### src/rtl/dotproduct_pkg.sv
// Shared defaults, state type and a small sizing helper for the dot-product sequencer.
package dotproduct_pkg;

    // Default geometry: 10 unsigned 4-bit elements, 13-bit signed result.
    // 13 bits hold the worst case of +-10*15*15 = +-2250 without wrapping.
    localparam int N_ELEM_DEF = 10;
    localparam int ELEM_W_DEF = 4;
    localparam int RES_W_DEF  = 13;

    // Control states: wait for work, step through elements, present the result.
    typedef enum logic [1:0] {
        ST_IDLE = 2'b00,
        ST_RUN  = 2'b01,
        ST_DONE = 2'b10
    } state_t;

    // Width of an element index counter; never narrower than one bit.
    function automatic int idx_width(input int n);
        if (n > 1) begin
            return $clog2(n);
        end else begin
            return 1;
        end
    endfunction

endpackage

### src/rtl/dotproduct_term.sv
// Per-element signed term: the unsigned product a*b, zero-extended to the result
// width, negated when the two sign bits differ.
module dotproduct_term
    import dotproduct_pkg::*;
#(
    parameter int ELEM_W = ELEM_W_DEF,
    parameter int RES_W  = RES_W_DEF
) (
    input  logic [ELEM_W-1:0]       i_a,
    input  logic [ELEM_W-1:0]       i_b,
    input  logic                    i_c,
    input  logic                    i_d,
    output logic signed [RES_W-1:0] o_term
);

    logic [2*ELEM_W-1:0] w_prod;
    logic [RES_W-1:0]    w_mag;

    // Full-width unsigned product; operands are widened so nothing is lost.
    assign w_prod = {{ELEM_W{1'b0}}, i_a} * {{ELEM_W{1'b0}}, i_b};

    // Size-cast zero-extends the magnitude (or truncates modulo 2^RES_W if narrower).
    assign w_mag = RES_W'(w_prod);

    // Matching sign bits add the magnitude, differing sign bits subtract it.
    always_comb begin
        o_term = '0;
        if (i_c == i_d) begin
            o_term = $signed(w_mag);
        end else begin
            o_term = -$signed(w_mag);
        end
    end

endmodule

### src/rtl/dotproduct_sequencer.sv
// Sequential signed dot product: captures four operand vectors on the start
// handshake, accumulates one element per cycle, then holds the result until the
// consumer accepts it.
module dotproduct_sequencer
    import dotproduct_pkg::*;
#(
    parameter int N_ELEM = N_ELEM_DEF,
    parameter int ELEM_W = ELEM_W_DEF,
    parameter int RES_W  = RES_W_DEF
) (
    input  logic                     clk,
    input  logic                     rst,
    input  logic                     start,
    output logic                     in_ready,
    input  logic [N_ELEM*ELEM_W-1:0] vector_a,
    input  logic [N_ELEM*ELEM_W-1:0] vector_b,
    input  logic [N_ELEM-1:0]        vector_c,
    input  logic [N_ELEM-1:0]        vector_d,
    output logic                     busy,
    output logic signed [RES_W-1:0]  result,
    output logic                     result_valid,
    input  logic                     result_ready
);

    localparam int IDX_W = idx_width(N_ELEM);

    state_t                    r_state;
    state_t                    w_state_next;

    // Captured operands. They shift down one element per RUN cycle so the
    // element under work always sits in the lowest slot.
    logic [N_ELEM*ELEM_W-1:0]  r_vec_a;
    logic [N_ELEM*ELEM_W-1:0]  r_vec_b;
    logic [N_ELEM-1:0]         r_vec_c;
    logic [N_ELEM-1:0]         r_vec_d;

    logic [IDX_W-1:0]          r_idx;
    logic signed [RES_W-1:0]   r_acc;
    logic signed [RES_W-1:0]   r_result;

    logic signed [RES_W-1:0]   w_term;
    logic signed [RES_W-1:0]   w_acc_next;
    logic                      w_last;

    // Element currently being processed is the final one.
    assign w_last = (r_idx == IDX_W'(N_ELEM - 1));

    // Signed contribution of the current (lowest) element.
    dotproduct_term #(
        .ELEM_W (ELEM_W),
        .RES_W  (RES_W)
    ) u_term (
        .i_a    (r_vec_a[ELEM_W-1:0]),
        .i_b    (r_vec_b[ELEM_W-1:0]),
        .i_c    (r_vec_c[0]),
        .i_d    (r_vec_d[0]),
        .o_term (w_term)
    );

    // Two's-complement wrap-around is the intended arithmetic.
    assign w_acc_next = r_acc + w_term;

    // State register; reset wins over every handshake.
    always_ff @(posedge clk) begin
        if (rst) begin
            r_state <= ST_IDLE;
        end else begin
            r_state <= w_state_next;
        end
    end

    // Next-state decode; start is only looked at in IDLE, result_ready only in DONE.
    always_comb begin
        w_state_next = r_state;
        case (r_state)
            ST_IDLE: begin
                if (start) begin
                    w_state_next = ST_RUN;
                end else begin
                    w_state_next = ST_IDLE;
                end
            end
            ST_RUN: begin
                if (w_last) begin
                    w_state_next = ST_DONE;
                end else begin
                    w_state_next = ST_RUN;
                end
            end
            ST_DONE: begin
                if (result_ready) begin
                    w_state_next = ST_IDLE;
                end else begin
                    w_state_next = ST_DONE;
                end
            end
            default: begin
                w_state_next = ST_IDLE;
            end
        endcase
    end

    // Operand capture, per-element accumulation and result latch.
    always_ff @(posedge clk) begin
        if (rst) begin
            r_vec_a  <= '0;
            r_vec_b  <= '0;
            r_vec_c  <= '0;
            r_vec_d  <= '0;
            r_idx    <= '0;
            r_acc    <= '0;
            r_result <= '0;
        end else begin
            case (r_state)
                ST_IDLE: begin
                    if (start) begin
                        r_vec_a <= vector_a;
                        r_vec_b <= vector_b;
                        r_vec_c <= vector_c;
                        r_vec_d <= vector_d;
                        r_idx   <= '0;
                        r_acc   <= '0;
                    end
                end
                ST_RUN: begin
                    r_vec_a <= r_vec_a >> ELEM_W;
                    r_vec_b <= r_vec_b >> ELEM_W;
                    r_vec_c <= r_vec_c >> 1;
                    r_vec_d <= r_vec_d >> 1;
                    r_acc   <= w_acc_next;
                    r_idx   <= r_idx + IDX_W'(1);
                    if (w_last) begin
                        r_result <= w_acc_next;
                    end
                end
                default: begin
                    // DONE: everything holds; result stays put until reset or next run.
                end
            endcase
        end
    end

    // Handshake flags are pure decodes of the state register.
    assign in_ready     = (r_state == ST_IDLE);
    assign busy         = (r_state == ST_RUN);
    assign result_valid = (r_state == ST_DONE);
    assign result       = r_result;

endmodule
### config.mk
export PLATFORM = sky130hd
export DESIGN_NAME = dotproduct_sequencer
export DESIGN_NICKNAME = d
export VERILOG_FILES = /design/src/rtl/dotproduct_pkg.sv /design/src/rtl/dotproduct_term.sv /design/src/rtl/dotproduct_sequencer.sv
export SDC_FILE = /design/constraint.sdc
export NUM_CORES = 1
export LEC_CHECK = 0
export ABC_CLOCK_PERIOD_IN_PS = 5850
export CORE_MARGIN = 10
export CORE_UTILIZATION = 51
export CTS_CLUSTER_SIZE = 24
export DETAILED_ROUTE_END_ITERATION = 8
export GPL_TIMING_DRIVEN = 0
export MAX_ROUTING_LAYER = met4
export PLACE_DENSITY = 0.75
export SYNTH_ARGS = -nofsm -noshare
export SYNTH_HDL_FRONTEND = slang
export SYNTH_SLANG_ARGS = --single-unit
### constraint.sdc
create_clock -name clk -period 5.85 [get_ports clk]
set_clock_uncertainty 0.2 [all_clocks]
set_input_delay 0.8775 -clock clk [delete_from_list [all_inputs] [get_ports clk]]
set_output_delay 0.8775 -clock clk [all_outputs]
set_load 0.03 [all_outputs]
## Yosys cells after proc, flatten, opt, wreduce, memory -nomap -nowiden

Index checks and enable logic that the tools add are counted.
W data, S select, Z words.

- Multiply operators: 1
- Muxes and demuxes: 17
- Add/subtract/negate cells: 3
- Equal/unequal tests: 5
- Reduce and logical (&&, ||, !) cells: 4

Operator list:

| kind | count |
|---|---|
| $pmux W40 S2 | 2 |
| $mux W40 | 2 |
| $pmux W10 S2 | 2 |
| $mux W13 | 2 |
| $pmux W13 S2 | 1 |
| $mux W10 | 2 |
| $add A13 B13 Y13 | 1 |
| $neg A8 Y13 | 1 |
| $mul A4 B4 Y8 | 1 |
| $pmux W4 S2 | 1 |
| $pmux W2 S3 | 1 |
| $add A4 B1 Y4 const B | 1 |
| $eq A4 B4 Y1 const B | 1 |
| $mux W2 | 2 |
| $mux W4 | 1 |
| $reduce_and A2 Y1 | 2 |
| $eq A2 B1 Y1 const B | 1 |
| $eq A2 B2 Y1 const B | 1 |
| $logic_not A2 Y1 | 1 |
| $ne A2 B2 Y1 const B | 1 |
| $reduce_bool A2 Y1 | 1 |
| $eq A1 B1 Y1 | 1 |
| $mux W1 | 1 |

- Word-level logic and storage cells: 38
- Register bits after elaboration: 132
- Output and inout bits: 16
- Input port bits: 104

## Depth between registers and ports, before layout

- Depth in word-level cells: 5
- Gate-level depth with buffers: 18
- Mapped depth without buffers: 18

## By module

A second synthesis with hierarchy kept.

- Cells, all modules: 840
- Area total of the unflattened synthesis: 6,501.2 um2

Modules (own cells, without submodules):

| module | seq. area each (um2) | area each (um2) | cells each | instances |
|---|---|---|---|---|
| dotproduct_sequencer | 2,642.5 | 5,840.6 | 758 | 1 |
| dotproduct_term | 0.0 | 660.6 | 82 | 1 |

## Least setup slack after synthesis

OpenSTA, ideal clock, no wires.

- Kind: register to register
- From: register r_vec_a[0]
- To: register r_result[12] (netlist: result[12])
- Path slack: 0.870 ns
- Stages on the path, launching flop included: 19
- Data arrival time: 4.649 ns
- Period minus slack after synthesis: 4.980 ns
- Buffers on the path: 0
- Setup time: 0.131 ns
- Required time: 5.519 ns
- Path through: dfxtp_1 nand2_1 fa_1 inv_1 fa_1 ha_1 a211oi_2 nor2_1 xor2_1 o21ai_0 xnor2_1 ha_1 or3_1 nand3b_1 and4_1 a211oi_4 mux2_4 a21oi_1 nor4_1

- Longest elaborated chain between the ends: 4

RTL lines:

| element | line | source |
|---|---|---|
| from (decl) | dotproduct_sequencer.sv:32 | `logic [N_ELEM*ELEM_W-1:0] r_vec_a;` |
| from (signal assigned) | dotproduct_sequencer.sv:117 | `r_vec_a <= vector_a;` |
| from (signal assigned) | dotproduct_sequencer.sv:126 | `r_vec_a <= r_vec_a >> ELEM_W;` |
| $mul A4 B4 Y8 (*) | dotproduct_term.sv:20 | `assign w_prod = {{ELEM_W{1'b0}}, i_a} * {{ELEM_W{1'b0}}, i_b};` |
| $neg A8 Y13 | dotproduct_term.sv:31 | `o_term = -$signed(w_mag);` |
| $mux W13 (*) | dotproduct_term.sv:28 | `if (i_c == i_d) begin` |
| $add A13 B13 Y13 (*) | dotproduct_sequencer.sv:61 | `assign w_acc_next = r_acc + w_term;` |
| to (signal assigned) | dotproduct_sequencer.sv:133 | `r_result <= w_acc_next;` |
| to (decl) | dotproduct_sequencer.sv:39 | `logic signed [RES_W-1:0] r_result;` |

Every way passes the cells marked *; elsewhere a longest branch is shown, timed or not.
A chain may end at the register's enable or synchronous reset.

## Final worst setup path

Same ends and word-level chain as after synthesis.

==> results.md <==
Status:
- The flow ran to the end, and the final reports show no timing, DRC or antenna violations.

Placed design:
- The weighted congestion at the end of routability-driven global placement is 0.902.
- The number of buffers inserted by port buffering is 118.
- The HPWL after detailed placement is 13100 microns.

Worst setup path:
- The timing endpoint of the critical path is result[12].
- The launching point of the worst reg2reg path is r_vec_a[0].
- The critical path is of the reg -> reg type.
- Data on the critical path is required at its endpoint by 5.97 ns.
- The cell repeated most along the worst path is sky130_fd_sc_hd__fa_1.
- STA classifies the critical path endpoint as a register.
- The largest single stage delay on the critical path is 0.54 ns.
- The register-to-register setup slack is 0.46 ns.
- The source of the critical timing path is r_vec_a[0].
- The worst register-to-register path ends at result[12].
- The master of the slowest instance on the critical path is sky130_fd_sc_hd__fa_1.
- The arrival time at the worst endpoint is 5.51 ns.
- The depth of the worst register-to-register path is 18.
- The critical-path maximum fanout is 6.
- STA classifies the critical path startpoint as a register.
- Traced cell by cell, the critical path runs through nand2_1 -> fa_1 -> inv_1 -> fa_1 -> fa_1 -> a21o_1 -> a21oi_2 -> xnor2_1 -> o31ai_1 -> xnor2_1 -> ha_1 -> or3_1 -> nand3b_1 -> and4_1 -> a211oi_4 -> mux2i_1 -> nor4_1 -> nor4_1.

Clocking:
- Clock-pin slew was measured on the worst setup and hold paths at 0.05 ns.
- The TritonCTS clock tree is done.
- Buffers inserted during clock tree synthesis total 17.
- The clock passes through at most 2 buffers.
- The clock net sink count is 132.
- The later-pin clock latency in the skew report is 0.41 ns.
- Clock tree synthesis selected as its root buffer the cell sky130_fd_sc_hd__clkbuf_16.
- In this run the number of H-tree levels came out at 4.
- The total of hold buffers inserted after clock tree synthesis is 0.

Layout:
- The area added between synthesis and finish is 31.7%.
- The post-route netlist has 4.12% of its cells at a drive strength greater than 1.
- After the last flow step, the layout net total stands at 1093.
- Cells fill 68.8% of the core in the end.

Floorplan:
- Once the floorplan was initialized, standard cells occupied 52.2% of the core.
- From left edge to right edge, the die measures 131 microns.
- After floorplanning, the core was divided into 40 placement rows.
- The area of the die is 17200 sq um.
- The floorplan core area is 12100 sq um.
- For this design the top-level I/O count stands at 120.
- The vertical die dimension is 131 microns.

Run:
- Across the run, the number of max-cap violations was 0.

Timing:
- The max-slew violation total from the final report came to 0.
- Setup repair after global routing left no endpoint under its margin.
- After layout, the minimum clock period comes to 5.39 ns.
- The relative max-transition margin is 51.6%.
- The final number of hold-violating endpoints was 0.
- At the pin with the least slew margin, the transition time is 0.724 ns.
- Dividing the final minimum period by the clock period gives 92.1%.
- Based on the critical path, the design can be clocked at up to 186 MHz.
- Setup violations remaining at the end of the flow were counted as 0.
- The tightest hold path in the finished design has a slack of 0.254 ns.
- After routing, the total negative slack on setup checks comes to 0 ns.

Yosys:
- Each instance of the synthesized netlist takes up on average 7.67 sq um.
- The register bit total from synthesis is 132.
- The synthesized netlist cell count is 821.
- Summed over its instances, the top area cell type makes up 42.0% of the synthesized netlist area.
- Of all cell types, the one taking the most synthesized area is sky130_fd_sc_hd__dfxtp_1.
- The most used flip-flop cell after synthesis is sky130_fd_sc_hd__dfxtp_1.
- By area the synthesized netlist is led by sky130_fd_sc_hd__dfxtp_1 (42%), sky130_fd_sc_hd__nor2_1 (15%), sky130_fd_sc_hd__nor4_1 (7.3%), sky130_fd_sc_hd__ha_1 (5.2%), sky130_fd_sc_hd__a21oi_1 (4.4%).
- The post-synthesis instance area is 6300 sq um.
- When the netlist entered floorplanning its net count stood at 956.
- sky130_fd_sc_hd__nor2_1 is the most common cell in the netlist.
- The number of unique standard cell types used by synthesis is 51.
- By count the netlist is led by sky130_fd_sc_hd__nor2_1 (247), sky130_fd_sc_hd__dfxtp_1 (132), sky130_fd_sc_hd__nor4_1 (73).
- The Yosys step of the flow raised 0 warnings.
- Summing the sequential cell areas from Yosys gives 42.0% of the chip area.
- Of all flip-flops after synthesis, the portion carrying an async set or reset was 0%.
- Counting flops with a built-in enable in the synthesized netlist gives 0.

GRT:
- The first global-routing pass estimated 28800 microns of wire.
- Across every metal layer, demand over resource in global routing totals 20.7%.
- The number of antenna violations at the first check in global routing came to 1.
- The number of global-route vias before repair came to 5938.
- The pin count of the biggest net entering global routing is 17.
- After global routing the overflow that remains totals 0.

Detailed routing:
- The post-detailed-route DRC marker count is 0.
- The detailed router finished its first iteration with 481 violations.
- The ratio of routed vias to standard cells is 5.39.
- The count of vias placed by the detailed router is 6141.
- The total detailed-routing wirelength is 17700 microns.
- The mean routed wirelength per cell is 15.5 microns.
- The first-pass iteration count of the detailed router is 5.
- The count of nets left with antenna violations once routing finished came out at 0.

Power and ir drop:
- The total power per unit cell area is 302 nW/um^2.
- Total power for the finished layout comes to 2510 uW.
- Summed over all cells, the static leakage comes to 0.00340 uW.
- The worst-case IR drop observed on VDD is 0.000192 V.

Hold path:
- The tightest min-delay check is of the reg -> reg type.
-- worst min-delay path by stage --
stage	from	endpoint	slack [ns]	cells past startpoint
after detailed placement	result[0]	result[0]	0.25	2
after floorplan	r_vec_b[30]	r_vec_b[30]	0.24	2
after CTS	result[6]	result[6]	0.26	2
final	result[10]	result[10]	0.25	2
after global routing	result[6]	result[6]	0.27	2
after global placement	result[10]	result[10]	0.24	2
-- stage by stage --
step	area [sq um]	setup WS, ns	instances
after CTS	8290	0.324	1139
after global placement	7690	0.379	1107
after detailed placement	7690	0.355	1107
final	8300	0.464	1140
after floorplan	6300	0.870	821
after global routing	8300	0.191	1140
-- flip-flops by register name, indices dropped and copies added (netlist names) --
register	flops
r_vec_c	10
r_state	2
r_vec_d	10
r_vec_b	40
r_idx	4
result	13
r_acc	13
r_vec_a	40
-- cells in the final DEF (no fill, tap or decap), drive strengths merged, types with 3 or more instances in the layout --
cell and instances:
or3 4, ha 26, a21oi 57, nand2 71, nor2 247, clkbuf 71
and2 16, o21a 4, a22oi 20, xor2 5, xnor2 15, nand3 21
nand3b 3, clkdlybuf4s50 118, nor3 4, buf 4, dfxtp 132, fa 5
nor4 73, o31ai 3, a21o 4, inv 13, nand2b 3, o21ai 10
a211oi 6, clkinv 6, a31oi 3
-- worst max-delay path: cells and delay by family, from the launching register on --
kind	cells	cell delay, ns
AO/OA/AOI/OAI	4	0.85
adder cells (fa/ha/maj)	4	1.76
AND/OR/NAND/NOR	6	1.23
multiplexers	1	0.28
XOR/XNOR	2	0.49
flip-flops	1	0.42
buffers and inverters	1	0.05
-- power by group --
part	internal [uW]	switching (uW)	total [uW]
Sequential	972	44.8	1020
Combinational	188	240	428
Clock	663	402	1060
-- layer usage --
layer | track usage [%] | share of wire [%]
met5 | - | 0
met4 | 6.44 | 1.8
met3 | 6.10 | 6.1
met2 | 34.1 | 48
met1 | 23.7 | 44
-- cells by family (layout without fill, tap and decap cells) --
kind of cell	after synthesis	after routing	share of synthesized area, %
and+or+nand+nor	454	454	32.3
DFF	132	132	42.0
AOI/OAI and AO/OA	115	115	11.7
buffers and inverters	66	216	3.93
adders and majority gates	32	32	6.91
xor gates and xnor gates	20	20	2.78
muxes	2	2	0.397
other	0	1	0
-- cell type report --
class	count	area, sq um
clock buffer	21	470
clock inverter	11	125
buffer	54	203
fill	1039	3770
inverter	12	45.0
timing repair buffer	118	1180
tap	168	210
multi-input combinational	623	3420
sequential	132	2640
antenna	1	2.50
-- what timing repair did --
| item | 4_1_cts | 5_1_grt |
|---|---|---|
| gates resized for setup | 0 | 1 |
| endpoints found under the setup margin | 0 | 1 |
| buffers inserted | 0 | 0 |
Note: power is estimated with default switching activity, not from simulation.
